===== src/rtl/cic_pkg.sv =====
// rtl/cic_pkg.sv - shared types and helpers for the CIC compensation FIR
package cic_pkg;

   typedef enum logic [1:0] {IDLE, MAC, SCALE, OUT} fir_state_t;

   // Working width of sat_round; callers sign-extend into it and truncate out of it.
   localparam int SR_W = 128;

   function automatic int clog2(input int value);
      int r;
      r = 0;
      while ((1 << r) < value) r++;
      return r;
   endfunction

   // Round half up by frac bits, then clamp into a signed out_dw-bit range.
   function automatic logic signed [SR_W-1:0] sat_round(
      input logic signed [SR_W-1:0] acc,
      input int                     frac,
      input int                     out_dw
   );
      logic signed [SR_W-1:0] one;
      logic signed [SR_W-1:0] v;
      logic signed [SR_W-1:0] hi;
      logic signed [SR_W-1:0] lo;
      one = 1;
      v   = acc;
      if (frac > 0) v = v + (one <<< (frac - 1));
      v  = v >>> frac;
      hi = (one <<< (out_dw - 1)) - one;
      lo = -(one <<< (out_dw - 1));
      if (v > hi) v = hi;
      if (v < lo) v = lo;
      return v;
   endfunction

endpackage


===== src/rtl/cic_sample_ring.sv =====
// rtl/cic_sample_ring.sv - circular sample buffer with tap-indexed combinational read
module cic_sample_ring
   import cic_pkg::*;
#(
   parameter int DW    = 32,
   parameter int DEPTH = 21,
   parameter int PW    = 5
) (
   input  logic          clk,
   input  logic          reset_n,
   input  logic          wr_en,
   input  logic [DW-1:0] wr_data,
   input  logic [PW-1:0] rd_tap,
   output logic [DW-1:0] rd_data
);

   logic [DW-1:0] mem_q [DEPTH];
   logic [DW-1:0] mem_d [DEPTH];
   logic [PW-1:0] wptr_q;
   logic [PW-1:0] wptr_d;
   logic [PW:0]   newest;
   logic [PW:0]   idx;

   // Write the incoming sample at the pointer and advance it with wrap.
   always_comb begin
      mem_d  = mem_q;
      wptr_d = wptr_q;
      if (wr_en) begin
         mem_d[wptr_q] = wr_data;
         wptr_d = (wptr_q == PW'(DEPTH - 1)) ? '0 : wptr_q + 1'b1;
      end
   end

   // Tap k is k samples older than the most recently written entry.
   always_comb begin
      newest = (wptr_q == '0) ? (PW+1)'(DEPTH - 1) : {1'b0, wptr_q} - 1'b1;
      if (newest >= {1'b0, rd_tap}) idx = newest - {1'b0, rd_tap};
      else                          idx = newest + ((PW+1)'(DEPTH) - {1'b0, rd_tap});
      rd_data = mem_q[PW'(idx)];
   end

   // Whole buffer clears at once on reset so no stale history leaks into a pass.
   always_ff @(posedge clk or negedge reset_n) begin
      if (!reset_n) begin
         for (int i = 0; i < DEPTH; i++) mem_q[i] <= '0;
         wptr_q <= '0;
      end else begin
         mem_q  <= mem_d;
         wptr_q <= wptr_d;
      end
   end

endmodule


===== src/rtl/cic_comp_fir.sv =====
// rtl/cic_comp_fir.sv - decimating CIC droop compensation FIR with one time-shared MAC
module cic_comp_fir
   import cic_pkg::*;
#(
   parameter int                          INP_DW    = 32,
   parameter int                          OUT_DW    = 32,
   parameter int                          COEF_DW   = 18,
   parameter int                          NUM_TAPS  = 21,
   parameter logic [COEF_DW*NUM_TAPS-1:0] COEFS     = '0,
   parameter int                          COEF_FRAC = 17,
   parameter int                          DECIM     = 1
) (
   input  logic              clk,
   input  logic              reset_n,
   input  logic [INP_DW-1:0] s_axis_in_tdata,
   input  logic              s_axis_in_tvalid,
   output logic [OUT_DW-1:0] m_axis_out_tdata,
   output logic              m_axis_out_tvalid,
   output logic              busy,
   output logic              overrun,
   input  logic              clear_overrun
);

   localparam int PW      = clog2(NUM_TAPS);
   localparam int PROD_DW = INP_DW + COEF_DW;
   localparam int ACC_DW  = PROD_DW + PW;

   if (!(DECIM == 1 || DECIM == 2) || NUM_TAPS < 2 || ACC_DW >= SR_W || OUT_DW >= SR_W) begin : g_bad_params
      $error("cic_comp_fir: unsupported DECIM, NUM_TAPS or widths");
   end

   fir_state_t                 state_q, state_d;
   logic [PW-1:0]              tap_q, tap_d;
   logic signed [ACC_DW-1:0]   acc_q, acc_d;
   logic                       phase_q, phase_d;
   logic [OUT_DW-1:0]          tdata_q, tdata_d;
   logic                       tvalid_q, tvalid_d;
   logic                       overrun_q, overrun_d;
   logic                       wr_en;
   logic [INP_DW-1:0]          ring_rd;
   logic [COEF_DW-1:0]         coef;
   logic signed [PROD_DW-1:0]  prod;

   cic_sample_ring #(
      .DW    (INP_DW),
      .DEPTH (NUM_TAPS),
      .PW    (PW)
   ) u_ring (
      .clk     (clk),
      .reset_n (reset_n),
      .wr_en   (wr_en),
      .wr_data (s_axis_in_tdata),
      .rd_tap  (tap_q),
      .rd_data (ring_rd)
   );

   // Sequencer: accept in IDLE, one tap per MAC cycle, scale, then a one-cycle strobe.
   always_comb begin
      state_d   = state_q;
      tap_d     = tap_q;
      acc_d     = acc_q;
      phase_d   = phase_q;
      tdata_d   = tdata_q;
      tvalid_d  = 1'b0;
      overrun_d = overrun_q;
      wr_en     = 1'b0;
      coef      = COEFS[COEF_DW*tap_q +: COEF_DW];
      prod      = $signed({{COEF_DW{ring_rd[INP_DW-1]}}, ring_rd})
                * $signed({{INP_DW{coef[COEF_DW-1]}}, coef});
      case (state_q)
         IDLE: begin
            if (s_axis_in_tvalid) begin
               wr_en = 1'b1;
               if (DECIM == 2) phase_d = ~phase_q;
               if (DECIM == 1 || !phase_q) begin
                  state_d = MAC;
                  acc_d   = '0;
                  tap_d   = '0;
               end
            end
         end
         MAC: begin
            acc_d = acc_q + ACC_DW'(prod);
            if (tap_q == PW'(NUM_TAPS - 1)) state_d = SCALE;
            else                            tap_d   = tap_q + 1'b1;
         end
         SCALE: begin
            tdata_d = OUT_DW'(sat_round(SR_W'(acc_q), COEF_FRAC, OUT_DW));
            state_d = OUT;
         end
         OUT: begin
            tvalid_d = 1'b1;
            state_d  = IDLE;
         end
         default: state_d = IDLE;
      endcase
      // A drop outranks a simultaneous clear.
      if (clear_overrun) overrun_d = 1'b0;
      if (s_axis_in_tvalid && state_q != IDLE) overrun_d = 1'b1;
   end

   // State and datapath registers; reset aborts any pass in flight.
   always_ff @(posedge clk or negedge reset_n) begin
      if (!reset_n) begin
         state_q   <= IDLE;
         tap_q     <= '0;
         acc_q     <= '0;
         phase_q   <= 1'b0;
         tdata_q   <= '0;
         tvalid_q  <= 1'b0;
         overrun_q <= 1'b0;
      end else begin
         state_q   <= state_d;
         tap_q     <= tap_d;
         acc_q     <= acc_d;
         phase_q   <= phase_d;
         tdata_q   <= tdata_d;
         tvalid_q  <= tvalid_d;
         overrun_q <= overrun_d;
      end
   end

   assign m_axis_out_tdata  = tdata_q;
   assign m_axis_out_tvalid = tvalid_q;
   assign busy              = (state_q != IDLE);
   assign overrun           = overrun_q;

endmodule

===== config.mk =====
export PLATFORM = sky130hd
export DESIGN_NAME = cic_comp_fir
export DESIGN_NICKNAME = d
export VERILOG_FILES = /design/src/rtl/cic_pkg.sv /design/src/rtl/cic_sample_ring.sv /design/src/rtl/cic_comp_fir.sv
export SDC_FILE = /design/constraint.sdc
export NUM_CORES = 1
export LEC_CHECK = 0
export CAP_MARGIN = 30
export CORE_MARGIN = 2
export CORE_UTILIZATION = 37
export CTS_BUF_LIST = sky130_fd_sc_hd__clkbuf_4 sky130_fd_sc_hd__clkbuf_8
export DETAILED_ROUTE_END_ITERATION = 7
export PLACE_DENSITY_LB_ADDON = 0.05
export RECOVER_POWER = 100
export SLEW_MARGIN = 20
export SYNTH_ARGS = -nofsm -noshare
export SYNTH_HDL_FRONTEND = slang
export SYNTH_SLANG_ARGS = --single-unit

===== constraint.sdc =====
create_clock -name clk -period 5.36 [get_ports clk]
set_clock_uncertainty 0.2 [all_clocks]
set_input_delay 0.804 -clock clk [delete_from_list [all_inputs] [get_ports clk]]
set_output_delay 0.804 -clock clk [all_outputs]
set_load 0.01 [all_outputs]

==> qor.csv <==
metric,value,unit
outcome,finished with violations,
violated checks,"max-capacitance violations, max-slew violations",
deepest level of the CTS H-tree,3,
end-of-flow core utilization,42.7,%
clk_lat worst skew,360,ps
Reg area,0.00200,sq mm
cell at the slowest stage of the critical path,sky130_fd_sc_hd__nor3_1,
global routing usage summed across all routing layers,16.7,%
core area,0.0113,sq mm
width of the die,111,um
placed cell count,573,
final setup fails,0,
Hold Crit Class,flop to flop,
initial antenna violation count,0,
Final Hold Violating Endpoints,0,
hold path startpoint,overrun$_DFFE_PN0P_,
Max stage delay on crit path,1010,ps
DRC,0,
Power Density,295,mW/mm^2
number of synthesized flops with an enable pin,0,
Crit path arrival time,4370,ps
highest net fanout along the worst path,17,
number of maximum-capacitance constraint violations,2,
Mapped Area,0.00426,sq mm
port bufs,38,
leftover overflow at the end of global routing,0,
floorplan die area,0.0124,sq mm
worst setup slack after layout,1060,ps
FF-to-FF setup slack,1060,ps
number of cells on the worst reg-to-reg path,9,
Final TNS setup,0,ps
total inserted antenna cells,0,
deepest clock path buffer count,2,
ratio of cells with drive above 1 in the final layout,9.66,%
Cells after Synth,411,
Most used DFF post-synth,sky130_fd_sc_hd__dfrtp_1,
number of nets in the finished design,486,
number of placement rows,39,
post-detailed-placement half-perimeter wirelength,5970,um
"leading cell types in the layout, fill and taps excluded","80 x sky130_fd_sc_hd__dfrtp_1, 56 x sky130_fd_sc_hd__a21oi_1, 35 x sky130_fd_sc_hd__dlygate4sd3_1",
area growth from synthesis to final layout,13.4,%
cell repeated most along the worst path,sky130_fd_sc_hd__a22oi_1,
Multi-input gate area,0.00199,sq mm
share of flip-flops with an asynchronous set or reset,100,%
number of setup buffers added after CTS,0,
"FF+latch count, synth",80,
Non-Filler Instances,588,
type of the setup path with the least slack,flop to flop,
Syn Area/Cell,10.4,sq um
total of warnings raised by yosys,0,
number of pins with negative max-slew slack in the final report,73,
cells along the critical path,ha_1 -> nand3_1 -> nor3_1 -> and2_0 -> a32o_1 -> a22oi_1 -> or4_1 -> buf_16 -> a22oi_1,
global-route wire length before repair,16400,um
die extent in y,111,um
launching element type of the critical path,flop,
effective utilization at floorplan,37.6,%
required arrival time at the worst endpoint,5440,ps
number of top-level pins,71,
hold_ws,296,ps
"Min Clock Period, post-route",4300,ps
pin slew with the least headroom to its limit,1950,ps
router iterations before antenna repair,4,
CTS sink count,80,
number of inserted filler cells in the final layout,1123,
vias post-DR,3035,
total cell area at the placement stage,0.00475,sq mm
final cycle utilization of the critical path,80.1,%
pre-CTS setup slack,1700,ps
total chip power,1.42,mW
per-cell routed wire length,16.2,um
gp weighted congestion,0.809,
Worst Hold Endpoint,overrun$_DFFE_PN0P_,
reg2reg start,acc_q[16]$_DFFE_PN0P_,
largest voltage drop on the vdd net,0.180,mV
CTS tree,done,
Clock Root Buffer,sky130_fd_sc_hd__clkbuf_8,
"most common cell after layout, fill and taps aside",sky130_fd_sc_hd__dfrtp_1,
maximum clock frequency,233,MHz
clock-pin slew on the worst setup and hold paths,80,ps
number of violations reported at the end of detailed-routing iteration 0,145,
CTS Buf Count,9,
via count of the first global-routing pass,3079,
Critical Path End Type,flop,
hold buffer count at cts,0,
post-route cell area,0.00483,sq mm
remaining max-slew budget at the tightest pin,-30.0,%
terminus of the critical flop-to-flop path,m_axis_out_tdata[21]$_DFFE_PN0P_,
drt total wl,9550,um
leakage power figure,2.12,nW
post-synthesis sequential area ratio,47.0,%
DR vias/cell,5.16,
post-cts gate resize count,0,
unrepaired setup endpoints after global routing,false,
pin count of the biggest net entering global routing,54,
number of nets produced by synthesis,455,
count of unique library cells instantiated by Yosys,49,
hold path depth,1,
Routed Antenna Nets,0,
==> registers in the layout, summed over array words and instances (netlist names) <==
signal / count
m_axis_out_tdata: 32
tap_q: 5
acc_q: 39
m_axis_out_tvalid: 1
state_q: 2
overrun: 1
==> critical path, delay by kind of cell, from the launching register on <==
kind	cells	cell delay, ps
buffers and inverters	1	340
DFF	1	410
adders and majority gates	1	210
and+or+nand+nor	4	2590
AOI/OAI and AO/OA	3	460
==> cell type report <==
class                           count  area share [%]
Sequential cell                    80            41.4
Multi-Input combinational cell    296            41.2
Timing Repair Buffer               43            9.29
Tap cell                          143            3.70
Clock buffer                       13            3.31
Inverter                           12           0.932
Clock inverter                      1           0.104
==> cells by family after synthesis <==
| group | count (synthesis) | share of synthesized area [%] |
|---|---|---|
| AND/OR/NAND/NOR | 143 | 19.8 |
| AO/OA/AOI/OAI | 111 | 19.9 |
| flip-flops | 80 | 47.0 |
| buffers and inverters | 35 | 3.82 |
| XOR/XNOR | 32 | 6.58 |
| adder cells (fa/ha/maj) | 8 | 2.35 |
| multiplexers | 2 | 0.528 |
==> how the worst max path moves through the flow <==
stage                     startpoint                               end  slack, ps  cells after the start
6_report       acc_q[16]$_DFFE_PN0P_  m_axis_out_tdata[21]$_DFFE_PN0P_       1060                      9
5_1_grt        acc_q[16]$_DFFE_PN0P_  m_axis_out_tdata[17]$_DFFE_PN0P_        810                      9
4_1_cts        acc_q[16]$_DFFE_PN0P_   m_axis_out_tdata[0]$_DFFE_PN0P_       1650                      8
3_5_place_dp   acc_q[16]$_DFFE_PN0P_  m_axis_out_tdata[13]$_DFFE_PN0P_       1700                      8
3_3_place_gp   acc_q[16]$_DFFE_PN0P_   m_axis_out_tdata[0]$_DFFE_PN0P_       1680                      8
2_1_floorplan  acc_q[16]$_DFFE_PN0P_  m_axis_out_tdata[11]$_DFFE_PN0P_       2720                     10
==> layer usage <==
| metal | GRT usage, % | vias to the layer above | share of wire (%) | wire length, um |
|---|---|---|---|---|
| met5 | 0 | - | 0 | 0 |
| met4 | 7.41 | 0 | 2.0 | 189 |
| met3 | 2.90 | 13 | 2.3 | 217 |
| met2 | 25.6 | 33 | 44 | 4230 |
| met1 | 23.4 | 1465 | 51 | 4910 |
| li1 | - | 1524 | - | - |
==> synth_stat cells (2+ instances only) <==
cell,number,share of area [%]
sky130_fd_sc_hd__a21oi_1,56,6.6
sky130_fd_sc_hd__a22o_1,4,0.82
sky130_fd_sc_hd__a22oi_1,2,0.35
sky130_fd_sc_hd__a22oi_2,30,8.8
sky130_fd_sc_hd__a2bb2oi_1,2,0.41
sky130_fd_sc_hd__a31o_2,2,0.41
sky130_fd_sc_hd__and2_1,41,6.0
sky130_fd_sc_hd__and3_1,5,0.73
sky130_fd_sc_hd__and4b_1,2,0.47
sky130_fd_sc_hd__buf_2,4,0.47
sky130_fd_sc_hd__buf_6,3,0.79
sky130_fd_sc_hd__clkbuf_1,15,1.3
sky130_fd_sc_hd__dfrtp_1,80,47
sky130_fd_sc_hd__ha_1,8,2.3
sky130_fd_sc_hd__inv_1,11,0.97
sky130_fd_sc_hd__nand2_1,20,1.8
sky130_fd_sc_hd__nand3_1,16,1.9
sky130_fd_sc_hd__nand3_2,2,0.47
sky130_fd_sc_hd__nand4_1,9,1.3
sky130_fd_sc_hd__nor2_1,25,2.2
sky130_fd_sc_hd__nor2b_1,5,0.73
sky130_fd_sc_hd__nor3_1,2,0.23
sky130_fd_sc_hd__nor3_2,3,0.70
sky130_fd_sc_hd__nor4_1,3,0.44
sky130_fd_sc_hd__o21ai_0,6,0.70
sky130_fd_sc_hd__o31a_1,2,0.41
sky130_fd_sc_hd__xnor2_1,24,4.9
sky130_fd_sc_hd__xor2_1,8,1.6
==> report_power, final <==
group / total [mW] / internal [mW] / switching [mW]
sequential: 0.639 / 0.624 / 0.0150
combinational: 0.380 / 0.108 / 0.272
clock: 0.406 / 0.191 / 0.215
(Power assumes the default switching activity.)
